[src/rtl/mem_arbiter.sv]
// mem_arbiter: registered one-access-per-cycle arbiter sharing mem between DMA, execute and fetch
// Optional starvation guard for EXE/FCH is enabled by defining MEM_ARB_STARVE_GUARD_EN.
module mem_arbiter #(
  parameter int ADDR_WIDTH   = 16,
  parameter int DATA_WIDTH   = 8,
  parameter int STARVE_LIMIT = 8
) (
  input  logic                  clk,
  input  logic                  reset,
  input  logic                  dma_req,
  input  logic                  dma_lock,
  input  logic                  dma_we,
  input  logic [ADDR_WIDTH-1:0] dma_addr,
  input  logic [DATA_WIDTH-1:0] dma_wdata,
  output logic                  dma_gnt,
  output logic                  dma_rvalid,
  input  logic                  exe_req,
  input  logic                  exe_we,
  input  logic [ADDR_WIDTH-1:0] exe_addr,
  input  logic [DATA_WIDTH-1:0] exe_wdata,
  output logic                  exe_gnt,
  output logic                  exe_rvalid,
  input  logic                  fch_req,
  input  logic [ADDR_WIDTH-1:0] fch_addr,
  output logic                  fch_gnt,
  output logic                  fch_rvalid,
  output logic [DATA_WIDTH-1:0] rdata,
  output logic                  mem_we,
  output logic [ADDR_WIDTH-1:0] mem_addr,
  output logic [DATA_WIDTH-1:0] mem_din,
  input  logic [DATA_WIDTH-1:0] mem_dout
);
  typedef enum logic [1:0] {OWN_NONE, OWN_DMA, OWN_EXE, OWN_FCH} own_t;
  own_t gnt_own, rd_own, win, rr_pick, starve_pick;
  logic rr_fch, dma_last, e_dma, e_exe, e_fch, s_exe, s_fch;
  if (STARVE_LIMIT < 1) begin : g_limit_check
    $error("mem_arbiter: STARVE_LIMIT must be at least 1");
  end
  assign dma_gnt    = gnt_own == OWN_DMA;
  assign exe_gnt    = gnt_own == OWN_EXE;
  assign fch_gnt    = gnt_own == OWN_FCH;
  assign dma_rvalid = rd_own == OWN_DMA;
  assign exe_rvalid = rd_own == OWN_EXE;
  assign fch_rvalid = rd_own == OWN_FCH;
  assign rdata      = rd_own == OWN_NONE ? '0 : mem_dout;
  // A locked DMA stays eligible while granted so a burst gets a grant every cycle
  assign e_dma = dma_req && (gnt_own != OWN_DMA || dma_lock);
  assign e_exe = exe_req && gnt_own != OWN_EXE;
  assign e_fch = fch_req && gnt_own != OWN_FCH;
`ifdef MEM_ARB_STARVE_GUARD_EN
  localparam int CW = $clog2(STARVE_LIMIT + 1);
  localparam logic [CW-1:0] LIMIT = CW'(STARVE_LIMIT);
  logic [CW-1:0] cnt_exe, cnt_fch;
  assign s_exe = e_exe && cnt_exe == LIMIT;
  assign s_fch = e_fch && cnt_fch == LIMIT;
  always_ff @(posedge clk)
    if (reset) begin
      cnt_exe <= '0;
      cnt_fch <= '0;
    end else begin
      cnt_exe <= win == OWN_EXE ? '0 : e_exe && cnt_exe != LIMIT ? cnt_exe + 1'b1 : cnt_exe;
      cnt_fch <= win == OWN_FCH ? '0 : e_fch && cnt_fch != LIMIT ? cnt_fch + 1'b1 : cnt_fch;
    end
`else
  assign s_exe = 1'b0;
  assign s_fch = 1'b0;
`endif
  always_comb begin
    rr_pick     = e_exe && !(e_fch && rr_fch) ? OWN_EXE : e_fch ? OWN_FCH : OWN_NONE;
    starve_pick = s_exe && !(s_fch && rr_fch) ? OWN_EXE : s_fch ? OWN_FCH : OWN_NONE;
    win = starve_pick != OWN_NONE ? starve_pick :
          e_dma                   ? OWN_DMA     :
          dma_lock && dma_last    ? OWN_NONE    : rr_pick;
  end
  // rd_own tags the access mem is completing, so rvalid never depends on the current grant
  always_ff @(posedge clk)
    if (reset) begin
      gnt_own  <= OWN_NONE;
      rd_own   <= OWN_NONE;
      rr_fch   <= 1'b0;
      dma_last <= 1'b0;
      mem_we   <= 1'b0;
      mem_addr <= '0;
      mem_din  <= '0;
    end else begin
      gnt_own <= win;
      rd_own  <= mem_we ? OWN_NONE : gnt_own;
      mem_we  <= (win == OWN_DMA && dma_we) || (win == OWN_EXE && exe_we);
      if (win != OWN_NONE) begin
        mem_addr <= win == OWN_DMA ? dma_addr : win == OWN_EXE ? exe_addr : fch_addr;
        dma_last <= win == OWN_DMA;
      end
      if (win == OWN_DMA) mem_din <= dma_wdata;
      else if (win == OWN_EXE) mem_din <= exe_wdata;
      if (win == OWN_EXE || win == OWN_FCH) rr_fch <= win == OWN_EXE;
    end
endmodule

[config.mk]
export PLATFORM = sky130hd
export DESIGN_NAME = mem_arbiter
export DESIGN_NICKNAME = d
export VERILOG_FILES = /design/src/rtl/mem_arbiter.sv
export SDC_FILE = /design/constraint.sdc
export NUM_CORES = 1
export LEC_CHECK = 0
export CAP_MARGIN = 0
export CORE_MARGIN = 2
export CORE_UTILIZATION = 33
export DETAILED_ROUTE_END_ITERATION = 10
export PLACE_DENSITY = 0.89
export SKIP_LAST_GASP = 1
export SYNTH_ARGS = -nofsm -noshare
export SYNTH_HDL_FRONTEND = slang
export SYNTH_SLANG_ARGS = --single-unit
export TNS_END_PERCENT = 5
[constraint.sdc]
create_clock -name clk -period 1.8 [get_ports clk]
set_input_delay 0.45 -clock clk [delete_from_list [all_inputs] [get_ports clk]]
set_output_delay 0.45 -clock clk [all_outputs]
set_load 0.02 [all_outputs]
## Yosys cells after proc, flatten, opt, wreduce, memory -nomap -nowiden

Cells that the tools add are included.

- Equality and inequality tests: 12
- Magnitude comparators: 0
- Bitwise logic cells: 0
- Div/mod/pow operators: 0
- Add/sub/neg operators: 0
- Multiply operators: 0
- Mux-type cells: 9
- Shift operators: 0
- Reductions and logical operators: 16

Operator list:

| kind | number |
|---|---|
| $mux W16 | 2 |
| $mux W8 | 3 |
| $eq A2 B2 Y1 const B | 6 |
| $logic_and A1 B1 Y1 | 8 |
| $mux W2 | 4 |
| $eq A2 B1 Y1 const B | 3 |
| $ne A2 B2 Y1 const B | 2 |
| $reduce_bool A2 Y1 | 2 |
| $logic_or A1 B1 Y1 | 3 |
| $logic_not A2 Y1 | 1 |
| $ne A2 B1 Y1 const B | 1 |
| $reduce_or A2 Y1 | 1 |
| $logic_not A1 Y1 | 1 |

- Logic and storage cells: 44
- Input bits: 80
- Flip-flop bits (word level): 31
- Bits in read-only memories: 0
- Latch bits: 0
- Memories: 0
- Bits in writable memories: 0

## Depth between registers and ports, before layout

Gate-level depths: netlist of run 1.

- Depth in word-level cells: 11
- Mapped depth: 7

## Worst setup path after synthesis of run 1

No wires, ideal clock.

- Kind: input -> register
- Start: input exe_req
- End: register mem_addr[0]
- Data arrival time: 1547 ps
- Path buffers: 2
- Cell stages on the path: 7
- Path slack: 131 ps
- Cells stage by stage: inv_1 -> o311ai_2 -> buf_6 -> buf_12 -> mux2i_1 -> a21o_1 -> nor3_2

- Word-level cells in the longest chain between the ends: 8

RTL lines:

| item | line | RTL |
|---|---|---|
| from (decl) | 17 | `input logic exe_req,` |
| $logic_and A1 B1 Y1 (*) | 48 | `assign e_exe = exe_req && gnt_own != OWN_EXE;` |
| $logic_and A1 B1 Y1 (*) | 69 | `rr_pick = e_exe && !(e_fch && rr_fch) ? OWN_EXE : e_fch ? OWN_FCH : OWN_NONE;` |
| $mux W2 (*) | 69 |  |
| $mux W2 (*) | 73 | `dma_lock && dma_last ? OWN_NONE : rr_pick;` |
| $mux W2 (*) | 72 | `e_dma ? OWN_DMA :` |
| $eq A2 B2 Y1 | 90 | `mem_addr <= win == OWN_DMA ? dma_addr : win == OWN_EXE ? exe_addr : fch_addr;` |
| $mux W16 (2 in series) | 90 |  |
| to (signal assigned) | 90 |  |
| to (decl) | 29 | `output logic [ADDR_WIDTH-1:0] mem_addr,` |

Mark *: on every way between the ends. The rest lies on a longest branch, timed or not.
A chain may end at the register's enable or synchronous reset.

## Worst setup path after layout of run 1

- Start: register gnt_own[0]
- End: output fch_gnt

- Word-level cells in the longest chain between the ends: 1

RTL lines:

| item | line | RTL |
|---|---|---|
| from (decl) | 34 | `own_t gnt_own, rd_own, win, rr_pick, starve_pick;` |
| from (signal assigned) | 86 | `gnt_own <= win;` |
| $eq A2 B2 Y1 | 41 | `assign fch_gnt = gnt_own == OWN_FCH;` |
| to (decl) | 25 | `output logic fch_gnt,` |

No other way between the ends.

==> impl_metrics.json, run 1 <==
{
  "run_status": "finished with violations",
  "violations": "negative setup slack",
  "reg2reg_slack_ns": 0.12,
  "ant_nets": 0,
  "ys.flop_type": "dfxtp_1",
  "gp_congestion": 0.757,
  "clk_pin_slew_worst_paths_ns": 0.05,
  "initial_core_util_pct": 34.8,
  "synth_top_area_share_pct": 37.2,
  "setup_slack_ns": -0.121,
  "area_growth_pct": 87.5,
  "r2r_end": "mem_din[5]",
  "startpoint_type": "flip-flop",
  "wl_mm": 5.12,
  "synth-simple-area-share_pct": 29.8,
  "gr-total-overflow": 0,
  "nNetsFinal": 390,
  "syn_area_per_cell_um2": 9.48,
  "setup_viol": 19,
  "hold_viol": 0,
  "r2r_cells": 6,
  "die_h_um": 75.1,
  "netlist_top_cells_area": "dfxtp_1 (37%), mux2i_1 (10%), nor3_1 (7.8%), a21o_1 (7.2%), a221o_1 (4.8%)",
  "cts_buffers": 5,
  "groute.usage.overall_pct": 17.9,
  "fin_crit_sh_pct": 107,
  "relSlewSlack_pct": 72.1,
  "cts_tree": "yes",
  "dpl.hpwl_mm": 3.98,
  "syn_area_um2": 1670,
  "synth_largest_area_cell": "dfxtp_1",
  "pre_cts_slack_ns": -0.430,
  "muxShareOfSynthArea_pct": 10.2,
  "cap_violations": 0,
  "syn-num-nets": 256,
  "synth_top_family_by_area": "simple AND/OR/NAND/NOR gates",
  "clk_path_buf_depth": 2,
  "yosys.area_share.xor_xnor_pct": 0,
  "powerDensity_nw_per_um2": 660,
  "min_path_type": "flip-flop to flip-flop",
  "dp_cells": 367,
  "yosysUniqueCellTypes": 32,
  "antenna_found_initial": 0,
  "ys_top_cells_by_count": "dfxtp_1 (31), nor3_1 (26), nor2_1 (21)",
  "crit_required_ns": 1.35,
  "r2r-start": "gnt_own[1]",
  "end_kind": "output port",
  "whs_ns": 0.442,
  "cp.arrival_ns": 1.47,
  "grtUsageMet1_pct": 18.9,
  "drtIter0Drc": 42,
  "vias": 1822,
  "met3_usage_pct": 6.69,
  "layout.cells.non_filler": 376,
  "clock_latency_ns": 0.28,
  "numClockSinks": 31,
  "synth_edf_count": 0,
  "max-vdd-ir-drop_mv": 0.348,
  "diodes": 0,
  "first_pass_iters": 4,
  "drc": 0,
  "dieWidth_um": 75.1,
  "rsz0062_at_grt": "true",
  "port_buffers": 118,
  "worstPathMaxFanout": 5,
  "num_rows": 25,
  "drive_gt1_share_pct": 14.2,
  "worst-slew-pin-transition_ns": 0.417,
  "synth.most_common_cell": "dfxtp_1",
  "synth_compound_area_share_pct": 18.3,
  "cts_hold_buf": 0,
  "top_usage_layer": "met2",
  "async_reset_ff_share_pct": 0,
  "core_um2": 4790,
  "clock_tree.root_cell": "clkbuf_8",
  "fin_skew_ns": 0.0115,
  "met2_usage_pct": 33.2,
  "avgViaCountPerCell": 4.85,
  "htree_levels": 2,
  "critical_path_class": "flip-flop to output port",
  "synth_fa_ha_area_share_pct": 0,
  "cellLeakagePower_nw": 1.40,
  "grt_max_degree": 18,
  "finalCriticalPeriod_ns": 1.92,
  "whs_endpoint": "rd_own[1]",
  "dieArea_um2": 5640,
  "worstHoldPathCells": 1,
  "yosys_warnings": 0,
  "wl_per_cell_um": 13.6,
  "syn_inst": 176,
  "ys_seq_area_share_pct": 37.2,
  "fmax_mhz": 521,
  "power_mw": 2.07,
  "grt_pass1_vias": 1762,
  "slew_violations": 0,
  "min_from": "mem_we",
  "io_pins": 119,
  "ys_ff_latch": 31,
  "grt_pass1_wl_mm": 7.73
}
power by group:
group / leakage, nW / internal [mW] / switching, mW
combinational: 1.10 / 0.449 / 0.329
sequential: 0.258 / 0.756 / 0.0429
clock: 0.0371 / 0.257 / 0.231
total: 1.40 / 1.46 / 0.603
through the flow:
stage	area, µm²	utilization, %	TNS [ns]
finish	3130	65.3	-0.402
global route	3130	65.3	-2.80
CTS	3060	63.9	-3.21
detailed placement	3000	62.6	-12.49
global placement	3000	62.6	-11.11
floorplan	1670	-	0
worst max path at each step:
stage                          start            to  slack [ns]
after floorplan              exe_req   mem_addr[0]        0.13
after global placement       exe_req  mem_addr[11]       -0.36
after detailed placement    dma_lock  mem_addr[10]       -0.43
after CTS                   dma_lock  mem_addr[10]       -0.15
after global routing      gnt_own[0]       fch_gnt       -0.16
final                     gnt_own[0]       fch_gnt       -0.12
repair_timing:
| item | in CTS | in global routing |
|---|---|---|
| setup endpoints to repair | 39 | 41 |
| resized for setup | 9 | 9 |
| gates cloned | 0 | 1 |
| hold endpoints to repair | 0 | 0 |
| pin swaps | 0 | 2 |
| buffers inserted | 0 | 2 |
registers in the layout (all words and copies together), names as in the netlist:
signal and cells:
mem_addr 16, mem_din 8, gnt_own 2, rd_own 2, dma_last 1, mem_we 1
rr_fch 1
layer usage:
metal,vias up,part of all wire [%]
met4,0,0.66
met1,840,40
met3,4,9.8
met5,-,0
li1,901,-
met2,77,49
worst max-delay path, stage by stage (launching register included):
cell and delay, ns:
dfxtp_1 0.42, and2_4 0.18, clkdlybuf4s50_1 0.60
cells by family after synthesis:
| group | count (synthesis) |
|---|---|
| AO/OA/AOI/OAI | 34 |
| buffers and inverters | 12 |
| flip-flops | 31 |
| multiplexers | 17 |
| AND/OR/NAND/NOR | 82 |
cell type report:
type	count	area (µm²)
Multi-Input combinational cell	133	987
Clock buffer	6	72.6
Timing Repair Buffer	137	1360
Fill cell	414	1660
Sequential cell	31	621
Inverter	2	7.51
Tap cell	67	83.8
cells in the final DEF (no fill, tap or decap), drive strengths merged:
cell type | netlist | routed
a211oi | 1 | 1
a21o | 16 | 16
a21oi | 2 | 2
a221o | 8 | 8
a22o | 1 | 1
a22oi | 1 | 1
a32oi | 1 | 1
and2 | 10 | 10
buf | 5 | 18
clkbuf | 5 | 7
clkdlybuf4s50 | 0 | 107
dfxtp | 31 | 31
dlygate4sd2 | 0 | 9
dlymetal6s2s | 0 | 2
inv | 2 | 2
mux2i | 17 | 17
nand2b | 1 | 1
nor2 | 22 | 22
nor2b | 11 | 11
nor3 | 34 | 34
nor3b | 2 | 2
nor4b | 1 | 1
o21a | 1 | 1
o21ai | 1 | 1
o21ba | 1 | 1
o311ai | 1 | 1
or2 | 1 | 1
Power figures use the tool's default switching activity.
==> run 2: changes to the inputs <==
--- a/config.mk
+++ b/config.mk
@@ -7,9 +7,10 @@
 export LEC_CHECK = 0
 export CAP_MARGIN = 0
 export CORE_MARGIN = 2
-export CORE_UTILIZATION = 33
+export CORE_UTILIZATION = 35
 export DETAILED_ROUTE_END_ITERATION = 10
-export PLACE_DENSITY = 0.89
+export PLACE_DENSITY = 0.93
+export REMOVE_ABC_BUFFERS = 1
 export SKIP_LAST_GASP = 1
 export SYNTH_ARGS = -nofsm -noshare
 export SYNTH_HDL_FRONTEND = slang
==> run 2 against run 1 <==
Fmax shrank 7.1%. Non-clock buffer count shrank 3. Setup slack lost 0.15 ns. Clock-buffer cell count grew 1. Core utilization grew 0.33 points. Sequential share of layout area grew 0.43 points. First-iteration DRC count shrank 9.5%. Final cell count shrank 3.7%. The run still ends with negative setup slack left. Total power grew 0.45%. Worst hold slack lost 0.00094 ns. Critical endpoint is now rdata[6].
==> impl_metrics.json, run 2 (same netlist as run 1, synthesis figures left out) <==
{
  "run_status": "finished with violations",
  "violations": "negative setup slack",
  "powerDensity_nw_per_um2": 678,
  "clock_latency_ns": 0.28,
  "grt_pass1_wl_mm": 8.09,
  "r2r-start": "gnt_own[1]",
  "drive_gt1_share_pct": 13.3,
  "wl_mm": 5.10,
  "cts_tree": "yes",
  "largest_reg_flops": 16,
  "pwr-share-seq_pct": 38.5,
  "cellLeakagePower_nw": 1.35,
  "area_growth_pct": 83.5,
  "max-vdd-ir-drop_mv": 0.440,
  "avgViaCountPerCell": 4.92,
  "p_int_mw": 1.46,
  "slew_violations": 0,
  "setup_viol": 33,
  "top_register": "mem_addr",
  "cts_hold_buf": 0,
  "pwr-share-comb_pct": 36.3,
  "clk_path_buf_depth": 2,
  "die_h_um": 73.0,
  "startpoint_type": "input pin",
  "power_mw": 2.07,
  "reg.largest.list": "mem_addr x16, mem_din x8",
  "grt_max_degree": 20,
  "groute.usage.overall_pct": 19.7,
  "pre_cts_slack_ns": -0.417,
  "drtIter0Drc": 38,
  "clock_tree.root_cell": "clkbuf_8",
  "grt_pass1_vias": 1793,
  "setup_slack_ns": -0.267,
  "fin_crit_sh_pct": 115,
  "crit_required_ns": 1.35,
  "wl_per_cell_um": 14.1,
  "post_cts_buffers": 0,
  "p_clk_share_pct": 25.2,
  "hold_viol": 0,
  "min_path_type": "flip-flop to flip-flop",
  "drc": 0,
  "layout_common_cells": "clkdlybuf4s50_1 (113), dfxtp_1 (31), nor3_1 (26)",
  "end_kind": "output port",
  "fin_skew_ns": 0.00474,
  "gr-total-overflow": 0,
  "whs_ns": 0.442,
  "cts_buffers": 5,
  "antenna_found_initial": 0,
  "dieWidth_um": 73.0,
  "diodes": 0,
  "numClockSinks": 31,
  "first_pass_iters": 4,
  "dieArea_um2": 5330,
  "min_from": "mem_we",
  "rsz0062_at_grt": "true",
  "fmax_mhz": 484,
  "final_common_cell": "clkdlybuf4s50_1",
  "cp.arrival_ns": 1.62,
  "htree_levels": 2,
  "ant_nets": 0,
  "vias": 1780,
  "p_switching_mw": 0.618,
  "relSlewSlack_pct": 62.4,
  "clk_pin_slew_worst_paths_ns": 0.06,
  "worst-slew-pin-transition_ns": 0.563,
  "finalCriticalPeriod_ns": 2.07,
  "reg2reg_slack_ns": 0.08,
  "cap_violations": 0,
  "io_pins": 119,
  "worstPathMaxFanout": 1,
  "dpl.hpwl_mm": 3.97,
  "switching_share_pct": 29.8,
  "initial_core_util_pct": 35.8,
  "num_rows": 25,
  "crit_start": "mem_dout[6]",
  "port_buffers": 118,
  "critical_path_class": "input pin to output port",
  "gp_congestion": 0.782,
  "core_um2": 4660,
  "nNetsFinal": 387
}
==> run 2: cell types whose count changed in the layout (fill, tap and decap cells not counted), sizes merged <==
cell / previous run / this run
dlymetal6s2s: 2 / 1
dlygate4sd2: 9 / 4
buf: 18 / 16
clkdlybuf4s50: 107 / 113
clkinv: 0 / 1
==> run 2: stage by stage <==
stage               std cells  TNS [ns]  area [µm²]  utilization (%)
floorplan                 166    -17.17        1600                -
global placement          354    -10.94        2980             63.9
detailed placement        354    -11.83        2980             63.9
CTS                       362     -3.88        3060             65.6
global route              362     -6.44        3060             65.7
finish                    362     -3.11        3060             65.7
==> run 2: routing by layer <==
metal  track usage, %  routed length (µm)  share of wire [%]  up-vias
met1             21.2                1960                 38      808
met4             8.02                  72                1.4        0
li1                 -                   -                  -      893
met3             4.97                 410                8.0        5
met5                0                   0                  0        -
met2             36.0                2650                 52       74
==> run 2: power by group through the flow <==
| stage | combinational [mW] | clock [mW] | sequential [mW] |
|---|---|---|---|
| after floorplan | 0.270 | 0 | 0.878 |
| after global placement | 0.750 | 0 | 0.809 |
| after detailed placement | 0.763 | 0 | 0.812 |
| after CTS | 0.762 | 0.543 | 0.798 |
| after global routing | 0.807 | 0.565 | 0.807 |
| final | 0.753 | 0.524 | 0.798 |
==> run 2: worst paths after layout <==
kind,cells past startpoint,endpoint
hold reg to reg,1,rd_own[1]
hold / removal,1,rd_own[1]
setup reg to reg,5,mem_din[6]
setup / recovery,3,rdata[6]
==> run 2: timing repair <==
item / CTS / global route
setup endpoints to repair: 36 / 39
pin swaps: 0 / 0
gates resized for setup: 5 / 1
==> run 2: worst max-delay path, stage by stage <==
cell and delay (ns):
clkdlybuf4s50_1 0.44, nor2b_1 0.12, clkdlybuf4s50_1 0.60
==> run 2: final cells by class <==
cell class / count / area, µm²
Fill cell: 409 / 1600
Timing Repair Buffer: 134 / 1300
Multi-Input combinational cell: 133 / 985
Sequential cell: 31 / 621
Clock buffer: 7 / 76.3
Tap cell: 54 / 67.6
Inverter: 2 / 7.51
Clock inverter: 1 / 5.00
==> variant, RTL diff (config.mk and constraints of run 2) <==
The parameter `DATA_WIDTH` goes from 8 to 6.
--- a/src/rtl/mem_arbiter.sv
+++ b/src/rtl/mem_arbiter.sv
@@ -2,7 +2,7 @@
 // Optional starvation guard for EXE/FCH is enabled by defining MEM_ARB_STARVE_GUARD_EN.
 module mem_arbiter #(
   parameter int ADDR_WIDTH   = 16,
-  parameter int DATA_WIDTH   = 8,
+  parameter int DATA_WIDTH   = 6,
   parameter int STARVE_LIMIT = 8
 ) (
   input  logic                  clk,
Ports: changed (5 resized); port bits go from 119 to 109. No check against the original RTL was run, so the function may have changed too.
==> variant against run 2 <==
- the run still ends with setup timing left
- worst setup slack better by 0.12 ns
- fmax up 6.4%
- final area is 8.5% lower
- via count shrank 2.4%
- total power is 5.2% lower
- synthesized cell count shrank 7.4%
- register-to-register slack is essentially flat
- routed wire length fell by 4.4%
- sequential cell count decreased by 2
- synthesized area decreased by 7.9%
- sequential power shrank 7.1%
- hold slack gained 0.0080 ns
- global-route usage grew 0.60 points
- count of clock-buffer cells in the layout grew 1
==> variant: results (changes against run 2) <==
* Slew @ Worst Pin at 0.412 ns (-0.151 ns)
* Failing checks: setup timing
* Clock-pin slew on the worst setup and hold paths at 0.05 ns
* 1st-iter DRT viols at 91 (+140%)
* Final WS setup at -0.143 ns (+0.124 ns)
* First-pass GRT wire length at 7940 um (-2.0%)
* Final setup fails at 30 (-9.1%)
* Placed Cells at 322 (-9.0%)
* Reg-to-reg critical path endpoint: mem_din[5]$_SDFFE_PP0P_
* Hold Path Origin: mem_we$_SDFF_PP0_
* Clock tree buffer depth at 2 (unchanged)
* Status: finished with violations
* Power in the clock group at 0.508 mW (-3%)
* Placed Area at 2730 sq um (-8.5%)
* Setup TNS at -1.90 ns (+1.21 ns)
* Cell family with most CP delay: buffers and inverters
* FF-to-FF Start: gnt_own[1]$_SDFF_PP0_
* Setup Buffers After CTS at 0 (unchanged)
* Routed vias/inst at 5.26 (+7.0%)
* Worst Skew at 0.00809 ns (+0.00335 ns)
* First-pass DRT Iterations at 4 (unchanged)
* Register area share after synthesis at 0.378 (+0.00576)
* Seq pwr at 0.741 mW (-7.1%)
* CP Max Fanout at 11 (+10)
* CTS H-tree lvls at 2 (unchanged)
* Worst setup path end: mem_addr[4]$_SDFFE_PP0P_
* Final wirelength at 4880 um (-4.4%)
* Internal power at 1.38 mW (-5.0%)
* Initial antenna violation count at 0 (unchanged)
* Worst hold margin at 0.450 ns (+0.00799 ns)
* Gr usage total at 0.203 (+0.00603)
* Placer Congestion at 0.777 (-0.67%)
* Asr flop ratio synth at 0 (unchanged)
* Hold/Removal Path Class: reg -> reg
* Top Registers: mem_addr: 16 flops, mem_din: 6 flops
* Cts bufs inserted at 5 (unchanged)
* DP Worst Slack at -0.422 ns (-0.00471 ns)
* HPWL Detailed at 3720 um (-6.2%)
* Most frequent cells after synthesis: dfxtp_1, nand2b_1, a211oi_1, mux2i_1, o22ai_1
* Total number of vias at 1,737 (-2.4%)
* Synthesized instance count at 163 (-7.4%)
* Hold path depth at 1 (unchanged)
* CP max stage delay at 0.49 ns (-0.11 ns)
* Pwr Density at 702 nW/um^2 (+3.6%)
* Ant diodes at 0 (unchanged)
* Synth Warn # at 0 (unchanged)
* Reg2reg path depth at 7 (+2)
* Leak at 1.10 nW (-18%)
* Layout Nets at 351 (-9.3%)
* Fraction of layout cells with a size suffix above 1 at 0.112 (-0.0216)
* Main area contributors after synthesis: dfxtp_1, mux2i_1, a211oi_1
* Pin count of the biggest net entering global routing at 40 (+100%)
* Crit. Startpoint: exe_req
* IO Port Bufs at 108 (-8.5%)
* CTS resizes at 6 (+1)
* Vias in the first global route at 1,792 (-0.056%)
* Max VDD drop at 0.367 mV (-17%)
* Yosys cell types at 29 (-9.4%)
-- variant: cell types whose count changed in the layout (fill, tap and decap cells not counted), sizes merged, moves of 8 or more --
cell           before  now
nor3               34    1
o22ai               0   16
nor2               22    4
a21o               16    0
a211oi              1   16
nand2b              1   18
and2               10    2
a221o               8    0
clkdlybuf4s50     113  101
-- variant: final cells by class --
cell class / count / area, sq um
multi-input combinational: 116 / 857
sequential: 29 / 581
clock buffer: 8 / 80.1
tap: 52 / 65.1
inverter: 3 / 11.3
timing repair buffer: 122 / 1210
fill: 366 / 1490
-- variant: routing by layer --
layer / vias up / GRT usage / wire length [um]
li1: 838 / - / -
met1: 806 / 0.214 / 1850
met2: 81 / 0.368 / 2540
met3: 12 / 0.0577 / 337
met4: 0 / 0.0919 / 140
met5: - / 0 / 0
-- variant: kinds of logic after synthesis --
kind of cell           after synthesis  synth area share
AO/OA/AOI/OAI                       54             0.243
AND/OR/NAND/NOR                     46             0.201
flip-flops                          29             0.378
buffers and inverters               18            0.0733
multiplexers                        16             0.104
